File: src/rtl/pwm_multi_controller.sv
// Multi-channel PWM generator with shadowed compare registers that reload only at the period boundary.
// Optional build macro PWM_CENTER_ALIGNED_EN selects up/down (center-aligned) counting.
module pwm_multi_controller #(
  parameter int DATA_WIDTH   = 8,
  parameter int CHANNELS     = 2,
  parameter int PERIOD_COUNT = 255
) (
  input  logic                           clk,
  input  logic                           rst_n,
  input  logic                           i_ce,
  input  logic [CHANNELS*DATA_WIDTH-1:0] data_in,
  input  logic                           enable,
  input  logic                           ovr_clr,
  output logic                           o_ce,
  output logic [CHANNELS-1:0]            pwm_out,
  output logic                           overrun,
  output logic                           running
);

  localparam int CW   = (PERIOD_COUNT > 0) ? $clog2(PERIOD_COUNT + 1) : 1;
  localparam int CMPW = (DATA_WIDTH > CW) ? DATA_WIDTH : CW;
  localparam logic [CW-1:0] PC_V = CW'(PERIOD_COUNT);

  typedef enum logic [1:0] {IDLE, RUN, DRAIN} state_e;

  state_e                         state_q, state_d;
  logic [CW-1:0]                  cnt_q, cnt_d;
  logic [CHANNELS*DATA_WIDTH-1:0] shadow_q, shadow_d;
  logic [CHANNELS*DATA_WIDTH-1:0] active_q, active_d;
  logic                           shadow_valid_q, shadow_valid_d;
  logic                           overrun_q, overrun_d;
  logic [CHANNELS-1:0]            pwm_q, pwm_d;
  logic                           period_end;
  logic                           load;

  always_comb begin
    state_d = state_q;
    case (state_q)
      IDLE:    if (enable) state_d = RUN;
      RUN:     if (!enable) state_d = DRAIN;
      DRAIN: begin
        if (enable)          state_d = RUN;
        else if (period_end) state_d = IDLE;
      end
      default: state_d = IDLE;
    endcase
  end

`ifdef PWM_CENTER_ALIGNED_EN
  logic down_q, down_d;

  // The period boundary is the bottom turn-around: cnt==0 while still heading down.
  assign period_end = (cnt_q == '0) && down_q;

  always_comb begin
    cnt_d  = '0;
    down_d = 1'b0;
    if (state_q != IDLE) begin
      if (down_q) begin
        cnt_d  = (cnt_q == '0) ? cnt_q + 1'b1 : cnt_q - 1'b1;
        down_d = (cnt_q != '0);
      end else if (cnt_q == PC_V) begin
        cnt_d  = cnt_q - 1'b1;
        down_d = 1'b1;
      end else begin
        cnt_d  = cnt_q + 1'b1;
      end
    end
    if (state_d == IDLE) begin
      cnt_d  = '0;
      down_d = 1'b0;
    end
  end

  always_ff @(posedge clk or negedge rst_n) begin
    if (!rst_n) down_q <= 1'b0;
    else        down_q <= down_d;
  end
`else
  assign period_end = (cnt_q == PC_V);

  always_comb begin
    cnt_d = '0;
    if ((state_q != IDLE) && (cnt_q != PC_V)) cnt_d = cnt_q + 1'b1;
  end
`endif

  // The first period after IDLE also picks up a pending sample.
  assign load = (state_q == IDLE) ? enable : period_end;

  always_comb begin
    shadow_d       = i_ce ? data_in : shadow_q;
    active_d       = (load && shadow_valid_q) ? shadow_q : active_q;
    shadow_valid_d = i_ce | (shadow_valid_q & ~load);
    overrun_d      = (i_ce & shadow_valid_q & ~load) | (overrun_q & ~ovr_clr);
  end

  always_comb begin
    pwm_d = '0;
    for (int k = 0; k < CHANNELS; k++) begin
      pwm_d[k] = (state_q != IDLE) &&
                 (CMPW'(cnt_q) < CMPW'(active_q[k*DATA_WIDTH +: DATA_WIDTH]));
    end
  end

  always_ff @(posedge clk or negedge rst_n) begin
    if (!rst_n) begin
      state_q        <= IDLE;
      cnt_q          <= '0;
      shadow_q       <= '0;
      active_q       <= '0;
      shadow_valid_q <= 1'b0;
      overrun_q      <= 1'b0;
      pwm_q          <= '0;
    end else begin
      state_q        <= state_d;
      cnt_q          <= cnt_d;
      shadow_q       <= shadow_d;
      active_q       <= active_d;
      shadow_valid_q <= shadow_valid_d;
      overrun_q      <= overrun_d;
      pwm_q          <= pwm_d;
    end
  end

  assign o_ce    = (state_q == RUN) && period_end;
  assign pwm_out = pwm_q;
  assign overrun = overrun_q;
  assign running = (state_q != IDLE);

endmodule

File: config.mk
export PLATFORM = sky130hd
export DESIGN_NAME = pwm_multi_controller
export DESIGN_NICKNAME = d
export VERILOG_FILES = /design/src/rtl/pwm_multi_controller.sv
export SDC_FILE = /design/constraint.sdc
export NUM_CORES = 1
export LEC_CHECK = 0
export CAP_MARGIN = 20
export CORE_MARGIN = 2
export CORE_UTILIZATION = 35
export DETAILED_ROUTE_END_ITERATION = 8
export PLACE_DENSITY = 0.62
export SETUP_SLACK_MARGIN = 0.05
export SLEW_MARGIN = 20
export SYNTH_ARGS = -nofsm -noshare
export SYNTH_HDL_FRONTEND = slang
export SYNTH_SLANG_ARGS = --single-unit
File: constraint.sdc
create_clock -name clk -period 4.9 [get_ports clk]
set_input_delay 1.47 -clock clk [delete_from_list [all_inputs] [get_ports clk]]
set_output_delay 1.47 -clock clk [all_outputs]
set_load 0.02 [all_outputs]
### Word-level counts from Yosys, hierarchy flattened

Cells that the tools add are included.

| cells by class | value |
|---|---|
| multipliers | 0 |
| shift operators | 0 |
| div/mod/pow operators | 0 |
| add/subtract/negate cells | 1 |
| order comparisons | 2 |
| equality and inequality tests | 7 |
| muxes and demuxes | 7 |
| reduce and logical (&&, ||, !) cells | 8 |
| bitwise operators | 8 |

Operator list:

| cell | count |
|---|---|
| < comparator 8 bit | 2 |
| adder 8 x 1 -> 8 bit, second input constant | 1 |
| equality test 8 bit, second input constant | 1 |
| two-way mux 2 bit | 4 |
| two-way mux 8 bit | 1 |
| != test 8 bit, second input constant | 1 |
| case mux 2 bit (3 select lines) | 1 |
| logical AND 1 bit | 5 |
| bitwise AND 1 bit | 4 |
| != test 2 bit, second input constant | 2 |
| != test 3 bit, second input constant | 1 |
| AND reduction 3 bit | 1 |
| equality test 2 x 1 -> 1 bit, second input constant | 1 |
| equality test 2 bit, second input constant | 1 |
| zero test 2 bit | 1 |
| inverter 1 bit | 2 |
| bitwise OR 1 bit | 2 |
| nonzero test 2 bit | 1 |
| two-way mux 1 bit | 1 |

| storage, ports and cells | value |
|---|---|
| memories | 0 |
| latch bits | 0 |
| output and inout bits | 5 |
| bits in registers | 46 |
| RAM bits | 0 |
| ROM bits | 0 |

### Logic depth before layout (Yosys ltp)

Gate-level depths: netlist of run 1.

| logic depth | value |
|---|---|
| depth in word-level cells | 5 |
| mapped depth | 5 |
| depth with buffers taken out | 5 |

### Worst setup path before layout of run 1

No wires, ideal clock.

| path | value |
|---|---|
| path type | reg2out |
| from | register cnt_q[1] |
| to | output o_ce |
| path buffers | 0 |
| stages on the path, launching flop included | 5 |
| slack | 2.023 ns |
| data arrival time | 1.407 ns |
| path through | dfrtp_1 ha_1 nand3_4 or2_2 nor2_1 |

| on the way | value |
|---|---|
| word-level cells in the longest chain between the ends | 2 |

Ends and longest elaborated chain:

| element | line | RTL |
|---|---|---|
| from (decl) | 27 | `logic [CW-1:0] cnt_q, cnt_d;` |
| from (signal assigned) | 117 | `cnt_q <= cnt_d;` |
| equality test 8 bit | 80 | `assign period_end = (cnt_q == PC_V);` |
| logical AND 1 bit | 126 | `assign o_ce = (state_q == RUN) && period_end;` |
| to (decl) | 14 | `output logic o_ce,` |

No other way between the ends.

### Worst setup path in the final report of run 1

| path | value |
|---|---|
| from | register cnt_q[0] |
| to | output o_ce |

Same word-level chain as after synthesis.

==> out/summary.txt, run 1 <==
YOSYS
-------------------------------------------------------------------------------
Sequential-to-total area share from yosys stat                            51.1%
Largest family of logic cells by synthesized area                  multiplexers
Avg Synthesized Cell Area                                             13.0 um^2
Adder and majority gate portion of the synthesized area                   8.34%
Area share of xor/xnor cells in the synthesized design                   0.778%
Synthesized area                                                      2250 um^2
Mux share of post-synthesis cell area                                     17.7%
Fraction of the mapped netlist area in simple logic gates                 8.39%
Number of nets in the synthesized netlist                                   209
Synth unique cells                                                           37
Post-synthesis compound-gate area fraction                                9.56%
Yosys warning total                                                           0
Post-synthesis instance total                                               173
Seq cells post-synth                                                         46

DETAILED ROUTING
-------------------------------------------------------------------------------
Detailed route wirelength on metal3                                      151 um
Wire length per cell after detailed routing                             13.7 um
Post-detailed-route via-to-cell ratio                                      5.06
Number of iterations in the first detailed-routing pass                       4
Metal2 WL                                                               1840 um
First-iteration detailed-routing DRC count                                   89
Routed wire length                                                      3840 um
Routed Antenna Nets                                                           0
Post-route DRC violation count                                                0
Top routing layer in use                                                   met4
Wire length the detailed router placed on met1                          1810 um
Via total after detailed routing                                           1418

GRT
-------------------------------------------------------------------------------
First-pass GRT wire length                                              6640 um
GRT Overall Usage                                                         12.0%
Number of global-route vias before repair                                  1416
GRT Residual Overflow                                                         0
Initial antenna violation count                                               0
Pin count of the biggest net entering global routing                         47

STA
-------------------------------------------------------------------------------
Setup repair after global routing missed its margin                          no
Fmax                                                                    269 MHz
Clock Skews                                                          0.00484 ns
Setup slack after layout                                                1.19 ns
Transition at the pin with the smallest max-transition slack            1.06 ns
Final cycle utilization of the critical path                              75.8%
Final setup violating endpoints                                               0
Final Hold Vio Count                                                          0
Pins over their slew limit                                                    0
Relative slew slack                                                       29.4%
Total Neg Setup Slack                                                      0 ns
Post-layout min period                                                  3.71 ns

CTS
-------------------------------------------------------------------------------
CTS clock-pin slew for the worst setup and hold paths                   0.08 ns
Total number of H-tree levels                                                 2
Maximum clock insertion buffer count                                          2
Setup bufs post-CTS                                                           0
Insertion delay of the later-clocked pin in the worst-skew pair         0.29 ns
Number of gates given a new drive strength after cts                          0
Number of sinks driven by the clock tree                                     46
Count of hold-fix buffers inserted at cts                                     0
Root Buffer Master                                                 sky130_fd_sc_hd__clkbuf_8
TritonCTS clock tree                                                      built
TritonCTS buffer count                                                        5

FLOORPLANNING
-------------------------------------------------------------------------------
Floorplan die area                                                    7090 um^2
Count of boundary I/O pins                                                   26
Die outline width                                                       84.2 um
Floorplan Core Area                                                   6280 um^2
Initial core utilization                                                  35.9%
Die H                                                                   84.2 um
Number of core rows                                                          29

CRITICAL PATH
-------------------------------------------------------------------------------
Startpoint class of the critical path                                 flip-flop
Biggest fanout along the worst timing path                                    9
Critical register-to-register path startpoint                          cnt_q[0]
Worst Path Class, Setup                                            flip-flop to output port
Launching instance or port of the critical path                        cnt_q[0]
Crit end category                                                   output port
Required time worst endpoint                                            3.43 ns
Arrival @ worst endpoint                                                2.24 ns

FINISH
-------------------------------------------------------------------------------
Fin util                                                                  42.3%
Area growth from synthesis to layout                                      18.1%
Commonest non-fill, non-tap cells in the layout                    sky130_fd_sc_hd__dfrtp_1, sky130_fd_sc_hd__clkdlybuf4s50_1, sky130_fd_sc_hd__mux2_2
Antenna diode count                                                           0
Number of nets in the layout                                                238
Most common library cell in the layout ignoring fill and taps      sky130_fd_sc_hd__dfrtp_1
Fraction of final layout cells sized beyond drive strength 1              23.6%

POWER
-------------------------------------------------------------------------------
Cell internal power dissipation                                          683 uW
Flop pwr share                                                            52.0%
Power density of the placed cells                                   353 nW/um^2
Share of total power consumed by net switching                            27.2%
Worst IR drop on VDD                                                   0.149 mV
Clk pwr share                                                             25.1%
Leakage power                                                        0.00121 uW
Switching component of the power                                         255 uW
Fraction of power consumed by combinational cells                         23.0%

PLACEMENT
-------------------------------------------------------------------------------
Final weighted congestion of routability-driven global placement          0.821
Detailed placement HPWL                                                 2700 um
Buffers on Ports                                                             25
Setup WS pre-CTS                                                        1.51 ns

HOLD PATH
-------------------------------------------------------------------------------
Worst hold path class                                              flip-flop to flip-flop
Launch instance of the worst min-delay path                         shadow_q[6]

OUTCOME
-------------------------------------------------------------------------------
Run status                                                         finished, final reports clean

JOB
-------------------------------------------------------------------------------
Max-capacitance violation count                                               0

worst paths after layout:
path / depth (start not counted) / end / slack, ns
setup / recovery: 5 / o_ce / 1.19
hold / removal: 1 / active_q[6] / 0.51
setup reg to reg: 4 / active_q[15] / 2.52
hold reg to reg: 1 / active_q[6] / 0.51
max in group asynchronous: 1 / active_q[4] / 3.33
min in group asynchronous: 1 / state_q[1] / 1.15
worst max-delay path, cell delays in order, from the launching register on:
cell and delay, ns:
sky130_fd_sc_hd__dfrtp_1 0.47, sky130_fd_sc_hd__ha_1 0.29, sky130_fd_sc_hd__nand3_4 0.15, sky130_fd_sc_hd__or2_2 0.34
sky130_fd_sc_hd__nor2_1 0.10, sky130_fd_sc_hd__clkdlybuf4s50_1 0.60
state kept, by name, indices dropped and copies added, names as in the netlist:
name            cells
active_q           16
cnt_q               8
overrun             1
pwm_out             2
shadow_q           16
shadow_valid_q      1
state_q             2
routing by layer:
layer / track usage [%] / up-vias
met5: 0 / -
met4: 3.96 / 0
met3: 4.23 / 4
met2: 18.8 / 30
met1: 15.4 / 710
li1: - / 674
power groups by stage:
stage / combinational (uW) / clock, uW / sequential, uW
final: 216 / 235 / 488
after global routing: 249 / 263 / 498
after CTS: 220 / 246 / 488
after detailed placement: 220 / 0 / 495
after global placement: 215 / 0 / 494
after floorplan: 157 / 0 / 486
cell families (layout without fill, tap and decap cells):
logic type | after synthesis | in the layout
flops | 46 | 46
compound gates | 28 | 28
simple gates | 30 | 30
fa+ha+maj | 15 | 15
mux | 32 | 32
xor+xnor | 2 | 2
buf+inv | 20 | 50
Yosys cell counts (all sizes together):
cell | count | area (um^2)
a21o | 3 | 23.8
mux2 | 32 | 398
a2111oi | 4 | 35.0
nand3 | 2 | 22.5
o21ai | 6 | 30.0
o31ai | 1 | 21.3
o31a | 2 | 17.5
dfrtp | 46 | 1150
nand2 | 3 | 11.3
and3 | 1 | 6.26
o21a | 3 | 22.5
and4 | 2 | 17.5
nand4 | 4 | 31.3
a41o | 1 | 10.0
a21oi | 3 | 15.0
nor2 | 8 | 30.0
a211oi | 1 | 7.51
nand2b | 3 | 18.8
ha | 15 | 188
a31o | 1 | 8.76
xnor2 | 2 | 17.5
a31oi | 1 | 6.26
or4bb | 1 | 11.3
inv | 17 | 63.8
or3 | 3 | 21.3
a21boi | 1 | 7.51
o211a | 1 | 10.0
or2 | 1 | 6.26
buf | 2 | 25.0
nor2b | 2 | 12.5
clkbuf | 1 | 3.75
stage by stage:
step                hold WS [ns]  area (um^2)  power, uW  cells
finish                     0.508         2660        938    280
global route               0.526         2660       1010    280
CTS                        0.510         2660        955    280
detailed placement         0.491         2560        715    272
global placement           0.491         2560        709    272
floorplan                  0.475         2250        643    173
final cells by class:
cell class,instances,area (um^2)
Multi-Input combinational cell,107,1010
Sequential cell,46,1150
Inverter,17,63.8
Fill cell,614,3620
Clock inverter,1,5.00
Timing Repair Buffer,25,248
Tap cell,77,96.3
Clock buffer,7,86.3
Note: power is estimated with default switching activity, not from simulation.
==> inputs of run 2 (changes only) <==
PLACE_DENSITY = 0.64   (was 0.62)
clock period = 3.4 ns   (was 4.9 ns; I/O delays follow)
==> run 2 against run 1 <==
Against the previous run:
- utilization is 0.080 points higher
- highest routed layer unchanged
- critical endpoint unchanged
- largest cell class unchanged
- die area stayed put
- critical path type unchanged
- sequential share of layout area is essentially flat
- clock skew grew 0.0018 ns
==> out/summary.txt, run 2 (synthesis gave the netlist of run 1 again) <==
STA
-------------------------------------------------------------------------------
Total Neg Setup Slack                                                      0 ns   unchanged
Fmax                                                                    313 MHz
Post-layout min period                                                  3.20 ns
Relative slew slack                                                       27.9%   -1.5 points
Transition at the pin with the smallest max-transition slack            1.08 ns   +0.0226 ns
Setup repair after global routing missed its margin                          no
Final cycle utilization of the critical path                              94.0%
Final setup violating endpoints                                               0   unchanged
Clock Skews                                                          0.00663 ns   +0.00179 ns
Pins over their slew limit                                                    0   unchanged
Final Hold Vio Count                                                          0   unchanged

FINISH
-------------------------------------------------------------------------------
Number of nets in the layout                                                238   unchanged
Register area                                                         1150 um^2   +0.22%
Commonest non-fill, non-tap cells in the layout                    sky130_fd_sc_hd__dfrtp_1, sky130_fd_sc_hd__clkdlybuf4s50_1, sky130_fd_sc_hd__mux2_2
Post-route cell area                                                  2660 um^2   +0.19%
Area growth from synthesis to layout                                      18.3%
Biggest regs                                                       active_q (16), shadow_q (16), cnt_q (8)
Most common library cell in the layout ignoring fill and taps      sky130_fd_sc_hd__dfrtp_1
Fraction of final layout cells sized beyond drive strength 1              25.1%   +1.5 points
Footprint of the multi-input gates                                    1010 um^2   +0.25%
Antenna diode count                                                           0   unchanged
Fill cell count                                                             616   +0.33%

CTS
-------------------------------------------------------------------------------
Insertion delay of the later-clocked pin in the worst-skew pair         0.30 ns   about the same
Total number of H-tree levels                                                 2   unchanged
Number of sinks driven by the clock tree                                     46   unchanged
Maximum clock insertion buffer count                                          2   unchanged
Count of hold-fix buffers inserted at cts                                     0   unchanged
TritonCTS clock tree                                                      built
CTS clock-pin slew for the worst setup and hold paths                   0.08 ns   about the same
TritonCTS buffer count                                                        5   unchanged
Root Buffer Master                                                 sky130_fd_sc_hd__clkbuf_8

GRT
-------------------------------------------------------------------------------
Met2 Usage GRT                                                            18.3%   -0.51 points
GRT Overall Usage                                                         11.6%   -0.38 points
Number of global-route vias before repair                                  1392   -1.7%
First-pass GRT wire length                                              6620 um   -0.41%
GRT Residual Overflow                                                         0   unchanged
Met1 track demand over resource                                           15.3%   -0.092 points
Pin count of the biggest net entering global routing                         47   unchanged
GR Util met3                                                              3.24%   -0.98 points
Most Crowded Layer GR                                                      met2
Initial antenna violation count                                               0   unchanged

DETAILED ROUTING
-------------------------------------------------------------------------------
Post-detailed-route via-to-cell ratio                                      4.95   -2.3%
Routed wire length                                                      3910 um   +1.6%
First-iteration detailed-routing DRC count                                  102   +15%
Post-route DRC violation count                                                0   unchanged
Via total after detailed routing                                           1386   -2.3%
Number of iterations in the first detailed-routing pass                       4   unchanged
Wire length per cell after detailed routing                             13.9 um   +1.6%
Routed Antenna Nets                                                           0   unchanged

CRITICAL PATH
-------------------------------------------------------------------------------
Number of cell instances on the worst register-to-register path               4   unchanged
Biggest fanout along the worst timing path                                    9   unchanged
Worst flop-to-flop path endpoint                                    active_q[4]
Worst Path Class, Setup                                            flip-flop to output port
Startpoint class of the critical path                                 flip-flop
Arrival @ worst endpoint                                                2.18 ns   -0.06 ns
Flop2flop setup slack                                                   1.08 ns   -1.44 ns
Launching instance or port of the critical path                        cnt_q[1]
Critical register-to-register path startpoint                          cnt_q[1]
Crit end category                                                   output port
Required time worst endpoint                                            2.38 ns   -1.05 ns

HOLD PATH
-------------------------------------------------------------------------------
Worst hold path cell count                                                    1   unchanged
Launch instance of the worst min-delay path                         shadow_q[4]
Hold EP                                                             shadow_q[4]
Worst hold path class                                              flip-flop to flip-flop

FLOORPLANNING
-------------------------------------------------------------------------------
Floorplan die area                                                    7090 um^2   unchanged
Floorplan Core Area                                                   6280 um^2   unchanged
Die outline width                                                       84.2 um   unchanged
Count of boundary I/O pins                                                   26   unchanged
Die H                                                                   84.2 um   unchanged
Initial core utilization                                                  35.9%   unchanged
Number of core rows                                                          29   unchanged

POWER
-------------------------------------------------------------------------------
Worst IR drop on VDD                                                   0.173 mV   +17%
Power density of the placed cells                                   509 nW/um^2   +44%
Leakage power                                                        0.00121 uW   -0.38%

PLACEMENT
-------------------------------------------------------------------------------
Cell area after placement                                             2560 um^2   unchanged
Buffers on Ports                                                             25   unchanged
Final weighted congestion of routability-driven global placement          0.769   -6.4%
Detailed placement HPWL                                                 2760 um   +1.9%

JOB
-------------------------------------------------------------------------------
Max-capacitance violation count                                               0   unchanged

OUTCOME
-------------------------------------------------------------------------------
Run status                                                         finished, final reports clean

==> run 2: cell counts in the layout (fill, tap and decap cells not counted) <==
No cell type changed its count.
==> run 2: what timing repair did <==
item                       in CTS  in global routing
resized for setup               0                  3
setup endpoints to repair       0                  1
buffers inserted                0                  0
==> run 2: worst max-delay path by stage <==
stage	end	slack [ns]	cells after the start
2_1_floorplan	o_ce	0.97	4
3_3_place_gp	o_ce	0.51	5
3_5_place_dp	o_ce	0.43	5
4_1_cts	o_ce	0.08	5
5_1_grt	o_ce	0.1	5
6_report	o_ce	0.20	5
==> run 2: critical path: stages (launching register included) <==
cell and delay [ns]:
sky130_fd_sc_hd__dfrtp_2 0.44, sky130_fd_sc_hd__ha_2 0.25, sky130_fd_sc_hd__nand3_4 0.14, sky130_fd_sc_hd__or2_2 0.34
sky130_fd_sc_hd__nor2_1 0.11, sky130_fd_sc_hd__clkdlybuf4s50_1 0.60
==> run 2: per-layer routing <==
layer	wire length, um	share of wire [%]	vias to the layer above
li1	-	-	682
met1	1790	46	678
met2	1890	48	20
met3	166	4.3	6
met4	66	1.7	0
met5	0	0	-
==> run 2: layout make-up <==
| class | instances | area share, % |
|---|---|---|
| Clock buffer | 7 | 3.24 |
| Clock inverter | 1 | 0.188 |
| Inverter | 17 | 2.40 |
| Multi-Input combinational cell | 107 | 37.9 |
| Sequential cell | 46 | 43.3 |
| Tap cell | 77 | 3.62 |
| Timing Repair Buffer | 25 | 9.30 |
==> run 2: report_power, final <==
part	switching (uW)	total [uW]	internal [uW]
clock network	178	342	164
logic	126	307	181
registers	65.1	705	639
total	369	1350	985
==> run 2: through the flow <==
step           total power (uW)  std cells  utilization (%)  hold slack [ns]  setup slack (ns)
6_report                   1350        280             42.4            0.509             0.203
5_1_grt                    1440        280             42.4            0.523            0.0985
4_1_cts                    1370        280             42.3            0.512            0.0755
3_5_place_dp               1030        272             40.8            0.493             0.429
3_3_place_gp               1020        272             40.8            0.490             0.509
2_1_floorplan               926        173                -            0.475             0.973
